===== config.mk =====
export PLATFORM = sky130hd
export DESIGN_NAME = pipeline_hazard_ctrl_flat
export DESIGN_NICKNAME = d
export VERILOG_FILES = /design/src/rtl/pipeline_hazard_ctrl_if.sv /design/src/rtl/pipeline_hazard_ctrl.sv /design/src/flat_wrapper.sv
export SDC_FILE = /design/constraint.sdc
export NUM_CORES = 1
export LEC_CHECK = 0
export BUFFER_PORTS_ARGS = -buffer_cell sky130_fd_sc_hd__buf_2
export CORE_MARGIN = 1
export CORE_UTILIZATION = 50
export DETAILED_ROUTE_END_ITERATION = 16
export PLACE_DENSITY_LB_ADDON = 0.25
export RECOVER_POWER = 50
export REMOVE_ABC_BUFFERS = 1
export SYNTH_ARGS = -nofsm -noshare
export SYNTH_HDL_FRONTEND = slang
export SYNTH_SLANG_ARGS = --single-unit

===== constraint.sdc =====
create_clock -name clk -period 2.6 [get_ports clk]
set_input_delay 0.39 -clock clk [delete_from_list [all_inputs] [get_ports clk]]
set_output_delay 0.39 -clock clk [all_outputs]
set_load 0.05 [all_outputs]

===== src/rtl/pipeline_hazard_ctrl_if.sv =====
// Control bundle between the pipeline datapath and its hazard controller:
// hazard/interrupt status in, register enables/flushes and PC select out.
interface pipeline_hazard_ctrl_if #(
   parameter int N_INTS = 3
);
   logic              load_use;
   logic              branch_taken_ex;
   logic              eret_ex;
   logic              halt_wb;
   logic              resume;
   logic [N_INTS-1:0] ints_req;

   logic              pc_en;
   logic [1:0]        pc_sel;
   logic              if_id_en;
   logic              if_id_stall;
   logic              if_id_clr;
   logic              id_ex_en;
   logic              id_ex_clr;
   logic              ex_dm_en;
   logic              ex_dm_clr;
   logic              dm_wb_en;
   logic              dm_wb_clr;
   logic              epc_we;
   logic              int_accept;
   logic [1:0]        int_vec;
   logic              inting;

   modport master (
      output load_use, branch_taken_ex, eret_ex, halt_wb, resume, ints_req,
      input  pc_en, pc_sel, if_id_en, if_id_stall, if_id_clr, id_ex_en, id_ex_clr,
             ex_dm_en, ex_dm_clr, dm_wb_en, dm_wb_clr, epc_we, int_accept,
             int_vec, inting
   );

   modport slave (
      input  load_use, branch_taken_ex, eret_ex, halt_wb, resume, ints_req,
      output pc_en, pc_sel, if_id_en, if_id_stall, if_id_clr, id_ex_en, id_ex_clr,
             ex_dm_en, ex_dm_clr, dm_wb_en, dm_wb_clr, epc_we, int_accept,
             int_vec, inting
   );
endinterface


===== src/rtl/pipeline_hazard_ctrl.sv =====
// Pipeline register / PC-source control for a 5-stage pipeline: load-use
// bubbles, branch and eret flushes, halt freeze and drained interrupt entry.
module pipeline_hazard_ctrl #(
   parameter int DRAIN_CYCLES = 2,
   parameter int N_INTS       = 3
) (
   input  logic                   clk,
   input  logic                   rst_n,
   pipeline_hazard_ctrl_if.slave  hz
);

   typedef enum logic [1:0] {RUN, DRAIN, ENTER, HALTED} state_e;
   typedef enum logic [1:0] {PC_SEQ, PC_BRANCH, PC_EPC, PC_VECTOR} pc_sel_e;

   state_e            state;
   logic [N_INTS-1:0] pend;
   logic [N_INTS-1:0] pend_clr;
   logic [2:0]        cnt;
   logic              inting;
   logic [1:0]        int_vec;
   logic [1:0]        pri_idx;
   logic              accept;
   pc_sel_e           pc_sel;

   assign hz.pc_sel  = pc_sel;
   assign hz.inting  = inting;
   assign hz.int_vec = int_vec;

   // Lowest-numbered pending source wins, so scan downward and let the last hit stand.
   always_comb begin
      pri_idx = 2'd0;
      for (int i = N_INTS - 1; i >= 0; i--)
         if (pend[i]) pri_idx = 2'(i);
   end

   always_comb begin
      // NOTE: every output gets its idle value first so no path through the case infers a latch.
      hz.pc_en       = 1'b1;
      pc_sel         = PC_SEQ;
      hz.if_id_en    = 1'b1;
      hz.if_id_stall = 1'b0;
      hz.if_id_clr   = 1'b1;
      hz.id_ex_en    = 1'b1;
      hz.id_ex_clr   = 1'b1;
      hz.ex_dm_en    = 1'b1;
      hz.ex_dm_clr   = 1'b1;
      hz.dm_wb_en    = 1'b1;
      hz.dm_wb_clr   = 1'b1;
      hz.epc_we      = 1'b0;
      hz.int_accept  = 1'b0;
      accept         = 1'b0;
      pend_clr       = '0;

      unique case (state)
         RUN: begin
            if (hz.halt_wb) begin
               hz.pc_en    = 1'b0;
               hz.if_id_en = 1'b0;
               hz.id_ex_en = 1'b0;
               hz.ex_dm_en = 1'b0;
               hz.dm_wb_en = 1'b0;
            end else if (hz.eret_ex) begin
               pc_sel       = PC_EPC;
               hz.if_id_clr = 1'b0;
               hz.id_ex_clr = 1'b0;
            end else if (hz.branch_taken_ex) begin
               pc_sel       = PC_BRANCH;
               hz.if_id_clr = 1'b0;
               hz.id_ex_clr = 1'b0;
            end else if (|pend && !inting && !hz.load_use) begin
               accept       = 1'b1;
               hz.epc_we    = 1'b1;
               hz.pc_en     = 1'b0;
               hz.if_id_clr = 1'b0;
               hz.id_ex_clr = 1'b0;
            end else if (hz.load_use) begin
               hz.pc_en       = 1'b0;
               hz.if_id_stall = 1'b1;
               hz.id_ex_clr   = 1'b0;
            end
         end
         DRAIN: begin
            hz.pc_en = 1'b0;
            if (hz.halt_wb) begin
               hz.if_id_en = 1'b0;
               hz.id_ex_en = 1'b0;
               hz.ex_dm_en = 1'b0;
               hz.dm_wb_en = 1'b0;
            end else begin
               hz.if_id_clr = 1'b0;
               hz.id_ex_clr = 1'b0;
            end
         end
         ENTER: begin
            pc_sel        = PC_VECTOR;
            hz.if_id_clr  = 1'b0;
            hz.id_ex_clr  = 1'b0;
            hz.int_accept = 1'b1;
            for (int i = 0; i < N_INTS; i++)
               if (int_vec == 2'(i)) pend_clr[i] = 1'b1;
         end
         HALTED: begin
            // The resume cycle already decodes as idle.
            if (!hz.resume) begin
               hz.pc_en    = 1'b0;
               hz.if_id_en = 1'b0;
               hz.id_ex_en = 1'b0;
               hz.ex_dm_en = 1'b0;
               hz.dm_wb_en = 1'b0;
            end
         end
         default: ;
      endcase
   end

   // NOTE: sequential state uses non-blocking assignments so every register samples pre-edge values.
   always_ff @(posedge clk or negedge rst_n) begin
      if (!rst_n) begin
         state   <= RUN;
         pend    <= '0;
         cnt     <= '0;
         inting  <= 1'b0;
         int_vec <= 2'd0;
      end else begin
         // A request arriving while its source is being accepted keeps it pending.
         pend <= (pend & ~pend_clr) | hz.ints_req;
         unique case (state)
            RUN: begin
               if (hz.halt_wb) begin
                  state <= HALTED;
               end else if (hz.eret_ex) begin
                  inting <= 1'b0;
               end else if (accept) begin
                  int_vec <= pri_idx;
                  cnt     <= 3'(DRAIN_CYCLES - 1);
                  state   <= DRAIN;
               end
            end
            DRAIN: begin
               if (hz.halt_wb)     state <= HALTED;
               else if (cnt == '0) state <= ENTER;
               else                cnt   <= cnt - 3'd1;
            end
            ENTER: begin
               inting <= 1'b1;
               state  <= RUN;
            end
            HALTED: begin
               if (hz.resume) state <= RUN;
            end
            default: state <= RUN;
         endcase
      end
   end

endmodule


===== src/flat_wrapper.sv =====
// flat-port wrapper written by rule: the top's interface ports become plain ports
module pipeline_hazard_ctrl_flat 
#(
   parameter int DRAIN_CYCLES = 2,
   parameter int N_INTS       = 3
)
  (clk, rst_n, hz_load_use, hz_branch_taken_ex, hz_eret_ex, hz_halt_wb, hz_resume, hz_ints_req, hz_pc_en, hz_pc_sel, hz_if_id_en, hz_if_id_stall, hz_if_id_clr, hz_id_ex_en, hz_id_ex_clr, hz_ex_dm_en, hz_ex_dm_clr, hz_dm_wb_en, hz_dm_wb_clr, hz_epc_we, hz_int_accept, hz_int_vec, hz_inting);
  pipeline_hazard_ctrl_if #(.N_INTS(N_INTS)) hz_i ();
  input  logic clk;
  input  logic rst_n;
  input wire logic [$bits(hz_i.load_use)-1:0] hz_load_use;
  input wire logic [$bits(hz_i.branch_taken_ex)-1:0] hz_branch_taken_ex;
  input wire logic [$bits(hz_i.eret_ex)-1:0] hz_eret_ex;
  input wire logic [$bits(hz_i.halt_wb)-1:0] hz_halt_wb;
  input wire logic [$bits(hz_i.resume)-1:0] hz_resume;
  input wire logic [$bits(hz_i.ints_req)-1:0] hz_ints_req;
  output wire logic [$bits(hz_i.pc_en)-1:0] hz_pc_en;
  output wire logic [$bits(hz_i.pc_sel)-1:0] hz_pc_sel;
  output wire logic [$bits(hz_i.if_id_en)-1:0] hz_if_id_en;
  output wire logic [$bits(hz_i.if_id_stall)-1:0] hz_if_id_stall;
  output wire logic [$bits(hz_i.if_id_clr)-1:0] hz_if_id_clr;
  output wire logic [$bits(hz_i.id_ex_en)-1:0] hz_id_ex_en;
  output wire logic [$bits(hz_i.id_ex_clr)-1:0] hz_id_ex_clr;
  output wire logic [$bits(hz_i.ex_dm_en)-1:0] hz_ex_dm_en;
  output wire logic [$bits(hz_i.ex_dm_clr)-1:0] hz_ex_dm_clr;
  output wire logic [$bits(hz_i.dm_wb_en)-1:0] hz_dm_wb_en;
  output wire logic [$bits(hz_i.dm_wb_clr)-1:0] hz_dm_wb_clr;
  output wire logic [$bits(hz_i.epc_we)-1:0] hz_epc_we;
  output wire logic [$bits(hz_i.int_accept)-1:0] hz_int_accept;
  output wire logic [$bits(hz_i.int_vec)-1:0] hz_int_vec;
  output wire logic [$bits(hz_i.inting)-1:0] hz_inting;
  assign hz_i.load_use = hz_load_use;
  assign hz_i.branch_taken_ex = hz_branch_taken_ex;
  assign hz_i.eret_ex = hz_eret_ex;
  assign hz_i.halt_wb = hz_halt_wb;
  assign hz_i.resume = hz_resume;
  assign hz_i.ints_req = hz_ints_req;
  assign hz_pc_en = hz_i.pc_en;
  assign hz_pc_sel = hz_i.pc_sel;
  assign hz_if_id_en = hz_i.if_id_en;
  assign hz_if_id_stall = hz_i.if_id_stall;
  assign hz_if_id_clr = hz_i.if_id_clr;
  assign hz_id_ex_en = hz_i.id_ex_en;
  assign hz_id_ex_clr = hz_i.id_ex_clr;
  assign hz_ex_dm_en = hz_i.ex_dm_en;
  assign hz_ex_dm_clr = hz_i.ex_dm_clr;
  assign hz_dm_wb_en = hz_i.dm_wb_en;
  assign hz_dm_wb_clr = hz_i.dm_wb_clr;
  assign hz_epc_we = hz_i.epc_we;
  assign hz_int_accept = hz_i.int_accept;
  assign hz_int_vec = hz_i.int_vec;
  assign hz_inting = hz_i.inting;
  pipeline_hazard_ctrl #(.DRAIN_CYCLES(DRAIN_CYCLES), .N_INTS(N_INTS)) u_core (.clk(clk), .rst_n(rst_n), .hz(hz_i));
endmodule

* Yosys cells after proc, flatten, opt, wreduce, memory -nomap -nowiden *
Index checks and enable logic that the tools add are counted.

storage, ports and cells
  word-level logic and storage cells = 99
  output and inout port bits = 17
  RAM bits = 0
  ROM bits = 0
  input port bits = 10
  bits in registers = 11
  latch bits = 0
  memories kept = 0

operators by class
  $add $sub $neg = 1
  $mul = 0
  reduce and logical (&&, ||, !) cells = 15
  eq/ne operators = 15
  bitwise operators = 5
  muxes and demuxes = 58
  shifts and indexed selects = 0
  order comparisons = 0
  divide/modulo/power cells = 0

operators with widths
  kind                                                                number
  1-bit 2-to-1 mux                                                    33
  2-bit 2-to-1 mux                                                    11
  3-bit 2-to-1 mux                                                    6
  2-bit != test, second input constant                                7
  1-bit one-hot mux with 3 select lines                               3
  2-bit one-hot mux with 4 select lines                               1
  4-bit AND reduction                                                 2
  2-bit == test, second input constant                                3
  3-bit != test, second input constant                                2
  3-bit one-hot mux with 2 select lines                               1
  6-bit AND reduction                                                 1
  2-bit by 1-bit == test with 1-bit output, second input constant     2
  2-bit logical NOT                                                   2
  1-bit one-hot mux with 2 select lines                               2
  2-bit one-hot mux with 2 select lines                               1
  2-bit nonzero test                                                  2
  3-bit bitwise AND                                                   1
  3-bit logical NOT                                                   1
  3-bit by 2-bit != test with 1-bit output, second input constant     1
  3-bit NOT                                                           1
  3-bit OR                                                            1
  3-bit AND reduction                                                 1
  3-bit OR reduction                                                  1
  3-bit by 1-bit subtractor with 3-bit output, second input constant  1
  4 further kinds                                                     7

* Depth between registers and ports, before layout *
Gate-level depths: netlist of the first run.

  depth after elaboration = 12
  gate-level depth with buffers = 5
  mapped depth without buffers = 5

* Least setup slack after synthesis of the first run *
Ideal clock, no wire load.

  kind = input port to output port
  from = input port hz_halt_wb
  to = output port hz_if_id_stall
  path buffers = 1
  slack = -394 ps
  arrival = 2604 ps
  cell stages on the path = 3
  data required time = 2210 ps
  path through = clkbuf_1 or3_1 nor4b_1

between the ends
  cells in the longest elaborated chain, start to end = 2

ends and longest elaborated chain
  item                line                        RTL
  start: declaration  flat_wrapper.sv:14          input wire logic [$bits(hz_i.halt_wb)-1:0] hz_halt_wb;
  1-bit 2-to-1 mux    pipeline_hazard_ctrl.sv:56  if (hz.halt_wb) begin
  1-bit 2-to-1 mux    pipeline_hazard_ctrl.sv:54  unique case (state)
  end: declaration    flat_wrapper.sv:20          output wire logic [$bits(hz_i.if_id_stall)-1:0] hz_if_id_stall;

Every way passes these cells.

* Final worst setup path of the first run *
  from = register u_core.state[0]
  to = output port hz_if_id_stall

between the ends
  cells in the longest elaborated chain, start to end = 2

ends and longest elaborated chain
  item                      line                         RTL
  start: declaration        pipeline_hazard_ctrl.sv:15   state_e state;
  start signal: assignment  pipeline_hazard_ctrl.sv:119  state <= RUN;
  start signal: assignment  pipeline_hazard_ctrl.sv:130  state <= HALTED;
  start signal: assignment  pipeline_hazard_ctrl.sv:136  state <= DRAIN;
  2-bit logical NOT         pipeline_hazard_ctrl.sv:54
  1-bit 2-to-1 mux          pipeline_hazard_ctrl.sv:54

Every way passes these cells.

==> flow_summary.yaml, run 1 <==
finish:
  fin_nets: 123
  instances_no_fill: 126
  diodes: 0
  drive_gt1_share_pct: 29.1
  final_cell_mix: "21 x buf_2, 11 x dfrtp_1, 7 x o21ai_0"
  layout_commonest_cell: "buf_2"
  stdcell_area_um2: 933
  syn2layout_area_growth_pct: 11.7
  fillers: 138
critical_path:
  r2r-start: "u_core.state[1]$_DFFE_PN0P_"
  r2r_slack_ns: 0.84
  worst_ep_arrival_time_ns: 1.94
  cp_slowest_cell: "dfrtp_1"
  critPathTopFamily: "simple AND/OR/NAND/NOR gates"
  path_class: "reg2out"
  cp-end-kind: "primary output"
  start_kind: "register"
  worstPathMaxFanout: 17
  worst_ep_required_time_ns: 2.21
  critPathBufInv: 1
  critical_path.cell_chain: "or3_1, nor4b_1, buf_2"
  ff2ff_path_depth: 3
  reg2reg_to: "u_core.pend[0]$_DFF_PN0_"
  max_stage_delay_ns: 0.55
sta:
  rsz0062_at_grt: "false"
  hold_viol: 0
  period_share_pct: 89.8
  relSlewSlack_pct: 59.3
  final.setup.worst_slack_ns: 0.266
  fin_setup_tns_ns: 0
  worst_slew_pin_slew_ns: 0.611
  fmax_mhz: 428
  final-max-slew-violation-count: 0
  skew_ns: 0.00216
  setup_viol_count_final: 0
  min_period_ns: 2.33
run:
  cap_viol_max_count: 0
drt:
  dr.pass1.iters: 4
  routed_wl_um: 1680
  drt_drc_violations_left: 0
  wl_per_cell_um: 13.3
  drt_iter0_drc: 23
  via_per_inst: 5.90
  vias: 744
  antenna_left: 0
logic_synthesis:
  ys_seq_area_share_pct: 32.9
  synth_fa_ha_area_share_pct: 2.99
  synth_warnings: 0
  synthMuxAreaShare_pct: 2.54
  synth.distinct_cells: 37
  syn_area_um2: 836
  synth_cells: 92
  synth_xor_area_share_pct: 0
  synth-seq-cells: 11
  synthFlopType: "dfrtp_1"
  yosys.area_share.simple_pct: 26.2
  synth_top_family_by_area: "simple AND/OR/NAND/NOR gates"
  synth_compound_area_share_pct: 23.2
  synth_edf_count: 0
  syn_avg_cell_area_um2: 9.08
  async_flop_share_pct: 100
die:
  die_y_um: 42.9
  die_x_um: 42.9
  start_util_pct: 54.2
  die-area_um2: 1840
  rows: 14
  ioPinCount: 27
  design.core.area_um2: 1540
clock_network:
  cts_tree: "built"
  cts_root_buf: "clkbuf_4"
  post_cts_buffers: 0
  numClockSinks: 11
  cts_resized: 0
  postCtsHoldBufs: 1
  clk_path_buf_depth: 2
  clkLatencyLatePin_ns: 0.27
  htree_num_levels: 1
  clk_pin_slew_ns: 0.07
  numCtsBuffers: 3
worst_hold_path:
  hold_path.startpoint: "hz_ints_req[2]"
  hold_class: "in2reg"
  holdPathStages: 2
  holdPathEnd: "u_core.pend[2]$_DFF_PN0_"
placement:
  io_buffers: 24
  preCtsSetupSlack_ns: 0.595
  placed_area_um2: 901
  dp.cells: 121
  gp_congestion: 0.829
  hpwl_um: 1260
grt:
  grt_pass1_vias: 602
  grt_usage_pct: 18.8
  grt_pass1_wl_um: 2570
  antenna_found_initial: 0
  grt_max_degree: 18
  grt_overflow: 0
pwr:
  finalPower_w: 0.00112
  p_leak_nw: 0.396
  power_density_nw_per_um2: 1200
  irDropWorstVdd_mv: 0.815
run_status:
  status: "completed"
## final cells by class
| class | instances | area (um2) | area share [%] |
|---|---|---|---|
| flip-flops and latches | 11 | 275 | 29.5 |
| inverters | 5 | 18.8 | 2.01 |
| multi-input cells | 65 | 467 | 50.0 |
| repair buffers | 25 | 126 | 13.5 |
| clock buffers | 4 | 26.3 | 2.82 |
| well taps | 16 | 20.0 | 2.14 |
## cells in the mapped netlist, types with 2 or more instances
| master | number | area [um2] |
|---|---|---|
| a21o_1 | 4 | 30.0 |
| a21oi_1 | 4 | 20.0 |
| buf_4 | 5 | 37.5 |
| buf_6 | 2 | 22.5 |
| clkbuf_1 | 5 | 18.8 |
| dfrtp_1 | 11 | 275 |
| ha_1 | 2 | 25.0 |
| inv_1 | 5 | 18.8 |
| nand2_1 | 2 | 7.51 |
| nand3_1 | 2 | 10.0 |
| nand3b_1 | 3 | 22.5 |
| nor2_1 | 5 | 18.8 |
| nor2b_1 | 4 | 25.0 |
| nor3_1 | 2 | 10.0 |
| nor4_1 | 3 | 18.8 |
| nor4b_1 | 2 | 17.5 |
| o211ai_1 | 2 | 15.0 |
| o21ai_0 | 7 | 35.0 |
| o311a_1 | 2 | 20.0 |
| or3b_2 | 3 | 26.3 |
## metrics by stage
stage | hold WS (ns) | util, %
floorplan | 0.0944 | -
global placement | 0.273 | 58.4
detailed placement | 0.274 | 58.4
CTS | 0.295 | 60.8
global route | 0.286 | 60.6
finish | 0.293 | 60.6
## state kept, by name, indices dropped and copies added, names as in the netlist
name and flops:
u_core.cnt 3, u_core.hz.int_vec 2, u_core.pend 3, u_core.state 2, u_core.hz.inting 1
## layer usage
metal  vias up  global-route usage [%]  wire length [um]  part of all wire [%]
met4         0                    3.75                 2                  0.12
met2        18                    30.9               806                    48
met5         -                       0                 0                     0
li1        371                       -                 -                     -
met1       353                    23.2               770                    46
met3         2                    7.66                98                   5.8
## report_power, final
group / total (W) / switching (W) / leakage (nW) / internal [W]
clock network: 0.000116 / 0.0000562 / 0.0150 / 0.0000595
registers: 0.000342 / 0.000114 / 0.120 / 0.000228
logic: 0.000659 / 0.000464 / 0.261 / 0.000195
## cells by family (layout without fill, tap and decap cells)
| logic type | after synthesis | after routing |
|---|---|---|
| AO/OA/AOI/OAI | 27 | 27 |
| adder cells (fa/ha/maj) | 2 | 2 |
| buffers and inverters | 17 | 34 |
| flip-flops | 11 | 11 |
| multiplexers | 2 | 2 |
| other | 1 | 2 |
| AND/OR/NAND/NOR | 32 | 32 |
## worst max path at each step
stage,start,to,slack (ns),depth (start not counted)
CTS,u_core.state[0]$_DFFE_PN0P_,hz_if_id_stall,0.31,3
global route,u_core.state[0]$_DFFE_PN0P_,hz_if_id_stall,0.16,3
floorplan,u_core.state[0]$_DFFE_PN0P_,hz_if_id_stall,-0.43,2
global placement,u_core.state[0]$_DFFE_PN0P_,hz_if_id_stall,0.60,3
finish,u_core.state[0]$_DFFE_PN0P_,hz_if_id_stall,0.27,3
detailed placement,u_core.state[0]$_DFFE_PN0P_,hz_if_id_stall,0.60,3
(Power assumes the default switching activity.)
==> run 2, diff against run 1 <==
--- a/config.mk
+++ b/config.mk
@@ -7,11 +7,12 @@
 export LEC_CHECK = 0
 export BUFFER_PORTS_ARGS = -buffer_cell sky130_fd_sc_hd__buf_2
 export CORE_MARGIN = 1
-export CORE_UTILIZATION = 50
+export CORE_UTILIZATION = 53
 export DETAILED_ROUTE_END_ITERATION = 16
 export PLACE_DENSITY_LB_ADDON = 0.25
 export RECOVER_POWER = 50
 export REMOVE_ABC_BUFFERS = 1
+export SKIP_LAST_GASP = 1
 export SYNTH_ARGS = -nofsm -noshare
 export SYNTH_HDL_FRONTEND = slang
 export SYNTH_SLANG_ARGS = --single-unit
==> run 2 against run 1 <==
  * Core utilization is 7.5 points higher
  * Final area is 0.80% higher
  * Global-route usage up 2.8 points
  * Count of clock-buffer cells in the layout decreased by 1
  * Highest routed layer unchanged
==> flow_summary.yaml, run 2 (synthesized netlist as in run 1, its figures left out) <==
run_status:
  status: "completed"
sta:
  fmax_mhz: 436
  skew_ns: 0.000246
  setup_viol_count_final: 0
  final.setup.worst_slack_ns: 0.308
  rsz0062_at_grt: "false"
  fin_setup_tns_ns: 0
  hold_viol: 0
  period_share_pct: 88.1
  relSlewSlack_pct: 60.0
  final-max-slew-violation-count: 0
  worst_slew_pin_slew_ns: 0.597
  min_period_ns: 2.29
die:
  start_util_pct: 60.5
  die_y_um: 41.7
  die_x_um: 41.7
  rows: 13
  die-area_um2: 1740
  design.core.area_um2: 1380
  ioPinCount: 27
grt:
  antenna_found_initial: 0
  grt_pass1_wl_um: 2960
  grt_overflow: 0
  grt_max_degree: 17
  grt_pass1_vias: 676
  grt_usage_pct: 21.6
critical_path:
  path_class: "reg2out"
  critical_path.cell_chain: "or3_1, nor4b_1, buf_2"
  r2r_slack_ns: 0.86
  cp_slowest_cell: "or3_1"
  worst_ep_required_time_ns: 2.21
  critPathBufInv: 1
  max_stage_delay_ns: 0.52
  start_kind: "register"
  worstPathMaxFanout: 14
  worst_ep_arrival_time_ns: 1.90
  critPathTopFamily: "simple AND/OR/NAND/NOR gates"
  cp-end-kind: "primary output"
clock_network:
  numCtsBuffers: 3
  cts_resized: 0
  clk_pin_slew_ns: 0.08
  htree_num_levels: 1
  clk_path_buf_depth: 2
  cts_root_buf: "clkbuf_4"
  numClockSinks: 11
  clkLatencyLatePin_ns: 0.27
  cts_tree: "built"
run:
  cap_viol_max_count: 0
drt:
  vias: 758
  drt_drc_violations_left: 0
  antenna_left: 0
  via_per_inst: 6.02
  wl_per_cell_um: 13.6
  drt_iter0_drc: 16
  routed_wl_um: 1710
  dr.pass1.iters: 4
finish:
  fin_nets: 124
  drive_gt1_share_pct: 30.6
  final_util_pct: 68.1
  syn2layout_area_growth_pct: 12.6
  layout_commonest_cell: "buf_2"
  top_regs: "u_core.cnt x3, u_core.pend x3"
  diodes: 0
  final_cell_mix: "21 x buf_2, 11 x dfrtp_1, 7 x o21ai_0"
placement:
  io_buffers: 24
  preCtsSetupSlack_ns: 0.615
  hpwl_um: 1300
  gp_congestion: 0.860
pwr:
  p_leak_nw: 0.404
  power_density_nw_per_um2: 1210
  irDropWorstVdd_mv: 0.693
worst_hold_path:
  hold_class: "in2reg"
[run 2: cell types whose count changed in the layout (fill, tap and decap cells not counted), sizes merged]
cell    before  now
clkinv       0    1
clkbuf       7    6
buf         21   22
[run 2: layout make-up]
| class | instances | area, um2 |
|---|---|---|
| well taps | 15 | 18.8 |
| multi-input cells | 65 | 467 |
| clock inverters | 1 | 5.00 |
| flip-flops and latches | 11 | 275 |
| fillers | 111 | 442 |
| clock buffers | 3 | 22.5 |
| inverters | 5 | 18.8 |
| repair buffers | 26 | 134 |
[run 2: path summary, 6_finish.rpt]
check                                             from                     endpoint  depth (start not counted)
min                                     hz_ints_req[0]     u_core.pend[0]$_DFF_PN0_                          2
max reg2reg                u_core.state[1]$_DFFE_PN0P_     u_core.pend[0]$_DFF_PN0_                          3
max in group asynchronous                        rst_n  u_core.state[1]$_DFFE_PN0P_                          2
min in group asynchronous                        rst_n     u_core.pend[1]$_DFF_PN0_                          2
max                        u_core.state[1]$_DFFE_PN0P_               hz_if_id_stall                          3
min reg2reg                   u_core.pend[2]$_DFF_PN0_     u_core.pend[2]$_DFF_PN0_                          1
[run 2: timing repair]
item,4_1_cts,5_1_grt
hold buffers,1,0
endpoints found under the hold margin,11,0
setup endpoints to repair,0,0
setup buffers,0,0
[run 2: worst reg2reg max path, cell delays in order (launching register included)]
cell and delay (ns):
dfrtp_1 0.55, nor2b_1 0.42, or3b_2 0.49, a21o_1 0.18
[run 2: metrics by stage]
step	power, W	area (um2)	std cells	hold WS, ns
2_1_floorplan	0.000847	761	81	0.0944
3_3_place_gp	0.00101	907	121	0.268
3_5_place_dp	0.00102	907	121	0.271
4_1_cts	0.00114	945	126	0.300
5_1_grt	0.00121	941	126	0.291
6_report	0.00114	941	126	0.292
[run 2: per-layer routing]
metal  part of all wire [%]  wire (um)  global-route usage [%]
met1                     44        748                    29.2
met2                     51        870                    35.6
met3                    3.8         65                    3.91
met4                    1.6         27                    5.81
met5                      0          0                       0
[run 2: power by group]
group	internal, W	total (W)	switching [W]
combinational	0.000205	0.000700	0.000495
sequential	0.000229	0.000316	0.0000869
clock	0.0000570	0.000121	0.0000637
total	0.000490	0.00114	0.000646
